===== src/rtl/fetch_issue_unit.sv =====
// fetch_issue_unit: PC/fetch front end with credit-limited in-order queue, redirect drop and HLT stop; FETCH_PERF_CNT_EN adds fetch/drop counters
module fetch_issue_unit #(
   parameter int ADDR_W = 16,
   parameter int DATA_W = 16,
   parameter logic [ADDR_W-1:0] RESET_PC = '0,
   parameter int DEPTH = 2
) (
   input  logic              clk,
   input  logic              rst,
   output logic              imem_req_valid,
   output logic [ADDR_W-1:0] imem_req_addr,
   input  logic              imem_req_ready,
   input  logic              imem_rsp_valid,
   input  logic [DATA_W-1:0] imem_rsp_data,
   input  logic              redirect_valid,
   input  logic [ADDR_W-1:0] redirect_pc,
   output logic              dec_valid,
   output logic [DATA_W-1:0] dec_instr,
   output logic [ADDR_W-1:0] dec_pc,
   output logic [ADDR_W-1:0] dec_pc_plus2,
   input  logic              dec_ready,
   output logic              halted
`ifdef FETCH_PERF_CNT_EN
   ,
   output logic [31:0]       fetch_count,
   output logic [15:0]       drop_count
`endif
);
   localparam int PW = $clog2(DEPTH);
   localparam int CW = $clog2(DEPTH + 1);
   typedef enum logic {RUN, HALT} state_t;
   state_t state;
   logic [ADDR_W-1:0] pc, rsp_pc, redir_pc;
   logic [CW-1:0] inflight, inflight_n, drop, cnt;
   logic [PW-1:0] wr_ptr, rd_ptr;
   logic hlt_seen, redir, req_fire, rsp_ok, dropping, enq, discard, pop, pop_hlt;
   logic [DATA_W-1:0] q_data [DEPTH];
   logic [ADDR_W-1:0] q_pc [DEPTH];
   // rsp_pc tracks the PC of the next non-dropped response, since responses return in order
   always_comb begin
      redir = redirect_valid && state == RUN;
      redir_pc = redirect_pc & ~ADDR_W'(1);
      imem_req_valid = !rst && state == RUN && !hlt_seen && ((CW+1)'(inflight) + (CW+1)'(cnt) < (CW+1)'(DEPTH));
      imem_req_addr = pc;
      req_fire = imem_req_valid && imem_req_ready;
      rsp_ok = imem_rsp_valid && inflight != '0;
      dropping = rsp_ok && drop != '0;
      enq = rsp_ok && drop == '0 && !hlt_seen && state == RUN && !redir;
      discard = rsp_ok && drop == '0 && !enq;
      inflight_n = inflight + CW'(req_fire) - CW'(rsp_ok);
      dec_valid = cnt != '0;
      dec_instr = dec_valid ? q_data[rd_ptr] : '0;
      dec_pc = dec_valid ? q_pc[rd_ptr] : '0;
      dec_pc_plus2 = dec_valid ? dec_pc + ADDR_W'(2) : '0;
      pop = dec_valid && dec_ready && !redir;
      pop_hlt = pop && dec_instr[DATA_W-1 -: 4] == 4'hF;
   end
   always_ff @(posedge clk or posedge rst) begin
      if (rst) begin
         state <= RUN;
         pc <= RESET_PC;
         rsp_pc <= RESET_PC;
         inflight <= '0;
         drop <= '0;
         cnt <= '0;
         wr_ptr <= '0;
         rd_ptr <= '0;
         hlt_seen <= 1'b0;
         halted <= 1'b0;
      end else begin
         inflight <= inflight_n;
         if (redir) begin
            pc <= redir_pc;
            rsp_pc <= redir_pc;
            drop <= inflight_n;
            cnt <= '0;
            wr_ptr <= '0;
            rd_ptr <= '0;
            hlt_seen <= 1'b0;
         end else begin
            if (req_fire) pc <= pc + ADDR_W'(2);
            if (dropping) drop <= drop - 1'b1;
            if (rsp_ok && drop == '0) rsp_pc <= rsp_pc + ADDR_W'(2);
            if (enq) wr_ptr <= wr_ptr + 1'b1;
            if (enq && imem_rsp_data[DATA_W-1 -: 4] == 4'hF) hlt_seen <= 1'b1;
            if (pop) rd_ptr <= rd_ptr + 1'b1;
            cnt <= cnt + CW'(enq) - CW'(pop);
            if (pop_hlt) begin
               state <= HALT;
               halted <= 1'b1;
               cnt <= '0;
               wr_ptr <= '0;
               rd_ptr <= '0;
            end
         end
      end
   end
   always_ff @(posedge clk) begin
      if (enq) begin
         q_data[wr_ptr] <= imem_rsp_data;
         q_pc[wr_ptr] <= rsp_pc;
      end
   end
`ifdef FETCH_PERF_CNT_EN
   logic [CW-1:0] flushed;
   logic [CW+1:0] ndrop;
   logic [16:0] drop_sum;
   always_comb begin
      flushed = redir ? cnt : pop_hlt ? cnt - 1'b1 : '0;
      ndrop = (CW+2)'(flushed) + (CW+2)'(dropping) + (CW+2)'(discard);
      drop_sum = {1'b0, drop_count} + 17'(ndrop);
   end
   always_ff @(posedge clk or posedge rst) begin
      if (rst) begin
         fetch_count <= '0;
         drop_count <= '0;
      end else begin
         if (pop && fetch_count != '1) fetch_count <= fetch_count + 1'b1;
         drop_count <= drop_sum[16] ? '1 : drop_sum[15:0];
      end
   end
`endif
endmodule


===== config.mk =====
export PLATFORM = sky130hd
export DESIGN_NAME = fetch_issue_unit
export DESIGN_NICKNAME = d
export VERILOG_FILES = /design/src/rtl/fetch_issue_unit.sv
export SDC_FILE = /design/constraint.sdc
export NUM_CORES = 1
export LEC_CHECK = 0
export CELL_PAD_IN_SITES_DETAIL_PLACEMENT = 0
export CELL_PAD_IN_SITES_GLOBAL_PLACEMENT = 1
export CORE_ASPECT_RATIO = 0.8
export CORE_MARGIN = 4
export CORE_UTILIZATION = 36
export CTS_CLUSTER_DIAMETER = 80
export DETAILED_ROUTE_END_ITERATION = 8
export GPL_ROUTABILITY_DRIVEN = 0
export GPL_TIMING_DRIVEN = 0
export PLACE_DENSITY = 0.88
export SYNTH_ARGS = -nofsm -noshare
export SYNTH_HDL_FRONTEND = slang
export SYNTH_SLANG_ARGS = --single-unit

===== constraint.sdc =====
create_clock -name clk -period 3.11 [get_ports clk]
set_clock_uncertainty 0.15 [all_clocks]
set_input_delay 0.622 -clock clk [delete_from_list [all_inputs] [get_ports clk]]
set_output_delay 0.622 -clock clk [all_outputs]
set_load 0.02 [all_outputs]

==> summary by stage, run 1 <==
Placement
The area after detailed placement is 6170 sq um. The final HPWL from detailed placement is 8.21 mm. The number of port buffers is 100.

GRT
The number of global-route vias before repair came to 3616. The overall routing resource usage is 0.152. The initial antenna violation count was 0.

The global-route wire length before repair is 18.3 mm. Global routing finished with a remaining overflow of 0. Entering global routing, the biggest net connects 41 pins.

Die
For this configuration, the core starts out at a cell density of 0.370. The die is 137 um wide. The height of the die is 111 um. In this run the standard cell core region covers 13000 sq um.

During I/O placement, the number of pins put on the boundary was 105. The die covers 15200 sq um. The row count is 37.

Synthesis
For this run, the number of Yosys warnings is 0. Synthesis handed over a netlist of 412 instances. The mapped cell area is 4790 sq um. By count the netlist is led by sky130_fd_sc_hd__edfxtp_1, sky130_fd_sc_hd__nor2_1, sky130_fd_sc_hd__dfrtp_1, sky130_fd_sc_hd__a21oi_1, sky130_fd_sc_hd__mux2i_1. The library cell with the highest instance count after synthesis is sky130_fd_sc_hd__edfxtp_1. By area the synthesized netlist is led by sky130_fd_sc_hd__edfxtp_1, sky130_fd_sc_hd__dfrtp_1, sky130_fd_sc_hd__mux2i_1. The number of synthesized flops with an enable pin is 62. In this run, synthesis produced a sequential element count of 102. The dominant register cell in the synthesized netlist is sky130_fd_sc_hd__edfxtp_1. The share of synthesized area in the top cell type comes to 0.389. The post-synthesis sequential area ratio is 0.598. The synthesized area per cell is 11.6 sq um.

The async set or reset register ratio after synthesis is 0.392. The dominant cell type by area after synthesis is sky130_fd_sc_hd__edfxtp_1. The count of cell types in the netlist is 40.

Timing
The number of pins with negative max-slew slack in the final report was 0. Measured against its own limit, the worst slew margin works out to 0.394. Setup repair after global routing could not meet its margin everywhere. The share of the clock period used by the worst path is 1.09.

Subtracting the final worst setup slack from the clock period gives 3400 ps. In the post-route analysis, the smallest setup slack over all paths is -292 ps. Setup violations remaining at the end of the flow were counted as 7. The maximum clock frequency is 0.294 GHz. The final hold violation count is 0.

For the pin with the worst max-slew slack, the measured transition is 907 ps.

Detailed routing
The routed wire length is 11.7 mm. The remaining antenna violation count after routing is 0. The number of iterations in the first detailed-routing pass is 4. The number of design rule violations left after detail routing is 0.

The via count is 3607. In the final routed layout, each cell accounts on average for 15.9 um. The ratio of routed vias to standard cells is 4.93. The number of violations reported at the end of detailed-routing iteration 0 is 185.

Clocking
The clock slew seen by the registers of the worst setup and hold paths is 60 ps. For the worst-skew pair, the clock arrives at the later sink with an insertion delay of 340 ps. The number of CTS-inserted buffers is 9. The deepest clock path buffer count is 2. The tree is rooted in a sky130_fd_sc_hd__clkbuf_16. The TritonCTS clock tree is built. For this design, the sink count on the clock tree is 102. Buffers inserted to repair hold after CTS numbered 0. The H-tree was split into 3 levels.

Outcome
The checks that failed: negative setup slack. The run finished, with violations left.

Layout
The count of fill cells added during filler insertion is 1079. After routing the design area is 6960 sq um. The net count of the finished layout is 599. At the end of the flow the core is filled with cells to 0.537. Summing all flip-flop and latch instances after layout gives 2860 sq um. The antenna cell count is 0. The proportion of layout cells with a drive suffix above 1 is 0.201.

The synthesis-to-finish area growth is 45.2%. The area of the multi-input gates is 2110 sq um.

Critical path
By startpoint and endpoint, the worst setup path is classified as reg2out. STA classifies the critical path endpoint as an output pin. The maximum net fanout on the critical path is 10. The kind of start point of the critical path is a register. STA puts the critical path data required time at 2340 ps. The endpoint arrival time on the critical path is 2630 ps.

Min path
The path category of the worst min-delay check is reg2reg.

Power
For this design the static power due to leakage is 0.00269 uW. Power spread over the standard cell area amounts to 664 nW/um^2. The worst vdd rail ir drop is 443 uV.

Flow run
Across the run, the number of max-cap violations was 0.
[registers in the layout, indices dropped and copies added, names as in the netlist, 2 cells and up]
signal and flops:
q_data 32, q_pc 30, imem_req_addr 15, rsp_pc 15, cnt 2, drop 2, inflight 2
[worst paths after layout]
check | start | to | slack, ps | cells past startpoint
worst max-delay path | rd_ptr | dec_pc_plus2[13] | -290 | 12
worst min register to register | rsp_pc[15] | q_pc[1][15] | 360 | 0
min in group asynchronous | rst | drop[0] | 660 | 2
worst min-delay path | rsp_pc[15] | q_pc[1][15] | 360 | 0
worst max register to register | cnt[0] | drop[1] | 160 | 13
max in group asynchronous | rst | cnt[1] | 1570 | 2
[through the flow]
step	worst slack, ps	power, uW	setup TNS (ps)	instances	hold WS, ps
6_report	-292	4620	-1290	732	358
5_1_grt	-442	4870	-2210	732	376
4_1_cts	-409	4450	-1360	719	367
3_5_place_dp	-844	3260	-8100	689	351
3_3_place_gp	-1220	3220	-80650	689	341
2_1_floorplan	-153	2660	-258	414	313
[cell type report]
cell class / count / area share
plain buffers: 19 / 0.0257
clock buffers: 11 / 0.0335
clock inverters: 5 / 0.00719
inverters: 11 / 0.00647
multi-input cells: 281 / 0.303
flip-flops and latches: 102 / 0.412
well taps: 175 / 0.0315
repair buffers: 128 / 0.181
[timing repair]
action,CTS,global route
buffers inserted,14,14
pin swaps,7,18
gates cloned,0,0
gates resized for setup,80,61
endpoints found under the setup margin,33,24
[worst max-delay path: stages, from the launching register on]
cell and delay (ps):
sky130_fd_sc_hd__dfrtp_1 370, sky130_fd_sc_hd__buf_6 130, sky130_fd_sc_hd__buf_12 140, sky130_fd_sc_hd__mux2i_4 200, sky130_fd_sc_hd__nor2_4 150, sky130_fd_sc_hd__ha_4 160, sky130_fd_sc_hd__nor3b_4 230, sky130_fd_sc_hd__nand4_1 130
sky130_fd_sc_hd__buf_6 150, sky130_fd_sc_hd__buf_12 120, sky130_fd_sc_hd__nor4_4 180, sky130_fd_sc_hd__xor2_2 180, sky130_fd_sc_hd__buf_6 140
[layer usage]
layer	routed length, um	up-vias	track usage
li1	-	1734	-
met5	0	-	0
met1	5450	1725	0.213
met3	947	11	0.0463
met2	5140	137	0.233
met4	120	0	0.0359
[cell families after synthesis]
kind of cell	Yosys count	synth area share
XOR/XNOR	44	0.0804
flip-flops	102	0.598
multiplexers	33	0.0695
other	1	0.000783
buffers and inverters	31	0.0277
AO/OA/AOI/OAI	45	0.0515
adder cells (fa/ha/maj)	9	0.0251
AND/OR/NAND/NOR	147	0.148
[where the power goes]
group	internal (uW)	switching [uW]	leakage (uW)
Combinational	869	948	0.00153
Sequential	1600	125	0.00102
Clock	617	454	0.000135
Total	3090	1530	0.00269
[placed cells by master (no fill, tap or decap), types with 3 or more instances in the layout]
cell and count:
sky130_fd_sc_hd__and3_1 5, sky130_fd_sc_hd__mux2i_2 3, sky130_fd_sc_hd__nand2_1 27, sky130_fd_sc_hd__clkbuf_1 10, sky130_fd_sc_hd__nor4_4 3, sky130_fd_sc_hd__a21oi_1 32, sky130_fd_sc_hd__inv_1 8, sky130_fd_sc_hd__conb_1 3
sky130_fd_sc_hd__ha_1 5, sky130_fd_sc_hd__clkbuf_16 11, sky130_fd_sc_hd__nor2_1 45, sky130_fd_sc_hd__edfxtp_1 62, sky130_fd_sc_hd__xnor2_1 19, sky130_fd_sc_hd__clkdlybuf4s50_1 78, sky130_fd_sc_hd__buf_2 3, sky130_fd_sc_hd__nor2_2 7
sky130_fd_sc_hd__buf_4 26, sky130_fd_sc_hd__ha_4 3, sky130_fd_sc_hd__nor3_1 6, sky130_fd_sc_hd__dfrtp_1 39, sky130_fd_sc_hd__dlymetal6s2s_1 8, sky130_fd_sc_hd__xor2_2 3, sky130_fd_sc_hd__o21ai_0 4, sky130_fd_sc_hd__mux2i_4 3
sky130_fd_sc_hd__nor2_4 6, sky130_fd_sc_hd__nand3_1 8, sky130_fd_sc_hd__mux2i_1 25, sky130_fd_sc_hd__nor3_4 3, sky130_fd_sc_hd__or3_1 3, sky130_fd_sc_hd__buf_12 3, sky130_fd_sc_hd__nand4_1 13, sky130_fd_sc_hd__xor2_1 19
sky130_fd_sc_hd__buf_6 13, sky130_fd_sc_hd__and2_1 4
No activity file was read; power rests on OpenSTA's default activity.
==> inputs of run 2 (changes only) <==
CTS_CLUSTER_DIAMETER = unset   (was 80)
==> results of run 2 <==
Same layout as run 1: the final DEF is identical, and so are final timing and power.
==> inputs of run 3 (changes only) <==
CORE_MARGIN = unset   (was 4)
TNS_END_PERCENT = 20   (was unset)
==> summary by stage, run 3 (synthesized netlist as in run 1, its figures left out) <==
Clocking
CTS placed an instance of sky130_fd_sc_hd__clkbuf_16 at the clock tree root. The number of CTS-inserted buffers is 9 (unchanged). The sink count of the clock tree is 102 (unchanged).

The total of hold buffers inserted after clock tree synthesis is 0 (unchanged). TritonCTS built the clock tree. The worst-skew pair later-pin latency is 340 ps (about the same). The clock slew seen by the registers of the worst setup and hold paths is 70 ps (about the same). The H-tree depth is 3 (unchanged). The deepest clock path buffer count was 2 (unchanged).

Detailed routing
The number of design rule violations left after detail routing is 0 (unchanged). The remaining antenna violation count after routing came to 0 (unchanged). The via count is 3489 (-3.3%). The number of iterations in the first detailed-routing pass is 4 (unchanged). The average wire per cell in the routed design is 15.2 um (-4.5%). The number of violations reported at the end of detailed-routing iteration 0 is 198 (+7.0%).

The routed wire length was 11.1 mm (-5.0%). The ratio of routed vias to standard cells is 4.79 (-2.7%).

Die
The die area is 13800 sq um (-9.5%). The I/O pin total is 105 (unchanged). The row count is 37 (unchanged). The placeable core region was 12900 sq um (-0.36%). The horizontal extent of the die is 131 um (-4.4%). The height of the die came to 105 um (-5.4%). The initial standard-cell utilization of the core was 0.371 (+0.00132).

GRT
The initial antenna violation count is 0 (unchanged). The number of global-route vias before repair is 3545 (-2.0%). The global-route wire length before repair was 17.6 mm (-3.8%).

The global-route met3 utilization was 0.0451 (-0.00122). The layer with the highest usage after global routing is met2. The total global routing overflow is 0 (unchanged). The global-route track usage on met1 is 0.225 (+0.0120). The met2 usage in global routing is 0.269 (+0.0362). The overall routing resource usage is 0.168 (+0.0160). The maximum number of pins on one net before global-route repair is 41 (unchanged).

Min path
The worst min-delay path startpoint is rsp_pc[15]. The path category of the worst min-delay check is reg2reg. The worst hold endpoint is q_pc[0][15]. The cell count of the worst hold path was 0 (unchanged).

Layout
The net count of the finished layout is 595 (-0.67%). The count of placed standard cells in the final layout, fillers left out is 728 (-0.55%). The proportion of layout cells with a drive suffix above 1 is 0.172 (-0.0293). Leaving out fill and tap cells, the most frequent cell in the layout is sky130_fd_sc_hd__clkdlybuf4s50_1. The count of fill cells added during filler insertion is 1113 (+3.2%). The register name with the most flops is q_data. The antenna cell count is 0 (unchanged). The largest registers in the layout are q_data: 32 flops, q_pc: 30 flops. The flip-flop count of the largest register, all copies and words added is 32 (unchanged). The library cells used most frequently in the layout, excluding fill and tap cells, are sky130_fd_sc_hd__clkdlybuf4s50_1, sky130_fd_sc_hd__edfxtp_1, sky130_fd_sc_hd__nor2_1, sky130_fd_sc_hd__dfrtp_1, sky130_fd_sc_hd__a21oi_1. The synthesis-to-finish area growth is 40.6%. The final core area utilization was 0.522 (-0.0151).

Critical path
The endpoint arrival time on the critical path came to 2560 ps (-70 ps). The kind of start point of the critical path is a register. The end of the worst register-to-register path is drop[1]. The required time of the worst setup path came to 2340 ps (about the same). The critical path in this run is classified as reg2out. The launch point of the worst reg-to-reg path is cnt[0]. The minimum setup slack among reg-to-reg paths was 100 ps (-60 ps). The maximum net fanout on the critical path is 6 (-4). The depth of the worst register-to-register path is 13 (unchanged). The element type at the critical path end is an output pin.

Timing
The slew at the pin with the worst max-slew slack is 906 ps (-1.36 ps). The relative slew slack is 0.395 (+0.000908). The post-layout worst setup margin is -220 ps (+72.2 ps). The minimum period implied by the final worst setup slack is 3330 ps (-72.2 ps). The maximum clock frequency is 0.300 GHz (+2.2%). The share of the clock period used by the worst path came to 1.07 (-0.0232). Setup repair after global routing could not meet its margin everywhere.

The count of final setup violators is 6 (-1). The number of pins with negative max-slew slack in the final report is 0 (unchanged). The final hold violation count is 0 (unchanged).

Power
The total leakage power was 0.00250 uW (-7.1%). The areal power density over the cells is 654 nW/um^2 (-1.4%). The worst vdd rail ir drop is 316 uV (-29%).

Placement
The worst setup slack after placement is -798 ps (+46.2 ps). The final HPWL from detailed placement is 7.96 mm (-3.1%). The total placed cells including tap cells is 689 (unchanged). The number of port buffers is 100 (unchanged).

Flow run
The reported max-cap violation count came to 0 (unchanged).

Outcome
The checks that failed: negative setup slack. The run finished, with violations left.
[run 3: power by group]
| part | switching [uW] | internal, uW | total, uW |
|---|---|---|---|
| clock network | 482 | 568 | 1050 |
| logic | 883 | 753 | 1640 |
| registers | 121 | 1600 | 1720 |
[run 3: area by class of cell]
type | count | area (sq um) | area share
Clock inverter | 6 | 43.8 | 0.00650
Sequential cell | 102 | 2860 | 0.425
Timing Repair Buffer | 124 | 1170 | 0.174
Tap cell | 175 | 219 | 0.0325
Inverter | 11 | 41.3 | 0.00613
Clock buffer | 10 | 239 | 0.0355
Multi-Input combinational cell | 281 | 2000 | 0.296
Buffer | 19 | 161 | 0.0240
[run 3: worst max-delay path, cell delays in order, from the launching register on]
cell and delay (ps):
sky130_fd_sc_hd__dfrtp_1 380, sky130_fd_sc_hd__buf_6 140, sky130_fd_sc_hd__buf_6 120, sky130_fd_sc_hd__mux2i_4 200
sky130_fd_sc_hd__nor2_4 150, sky130_fd_sc_hd__ha_4 140, sky130_fd_sc_hd__nor3b_4 190, sky130_fd_sc_hd__nand4_1 130
sky130_fd_sc_hd__buf_6 160, sky130_fd_sc_hd__buf_6 110, sky130_fd_sc_hd__nor3_4 200, sky130_fd_sc_hd__xor2_2 160
sky130_fd_sc_hd__buf_6 130
[run 3: what timing repair did]
item                       4_1_cts  5_1_grt
gates cloned                     0        0
setup buffers                   19        5
pin swaps                       12        9
setup endpoints to repair       31       19
gates resized for setup         76       12
[run 3: metal layers]
| metal | wire [um] | vias to the layer above |
|---|---|---|
| li1 | - | 1716 |
| met3 | 732 | 14 |
| met4 | 119 | 0 |
| met2 | 4940 | 117 |
| met1 | 5280 | 1642 |
| met5 | 0 | - |
[run 3: how the worst max path moves through the flow]
stage,from,slack [ps],endpoint,depth (start not counted)
after detailed placement,cnt[1],-800,dec_pc_plus2[13],12
after global routing,cnt[1],-340,dec_pc_plus2[15],13
after CTS,cnt[1],-380,dec_pc_plus2[11],13
after floorplan,cnt[1],-150,dec_pc_plus2[13],11
after global placement,imem_rsp_valid,-1240,q_data[1][3],6
final,rd_ptr,-220,dec_pc_plus2[15],12
[run 3: through the flow]
stage	total power, uW	cell area, sq um	TNS, ps	hold slack (ps)
final	4410	6740	-732	370
after global routing	4640	6740	-1750	377
after CTS	4430	6700	-1440	363
after detailed placement	3250	6170	-10610	345
after global placement	3200	6150	-81570	332
after floorplan	2660	4930	-258	313
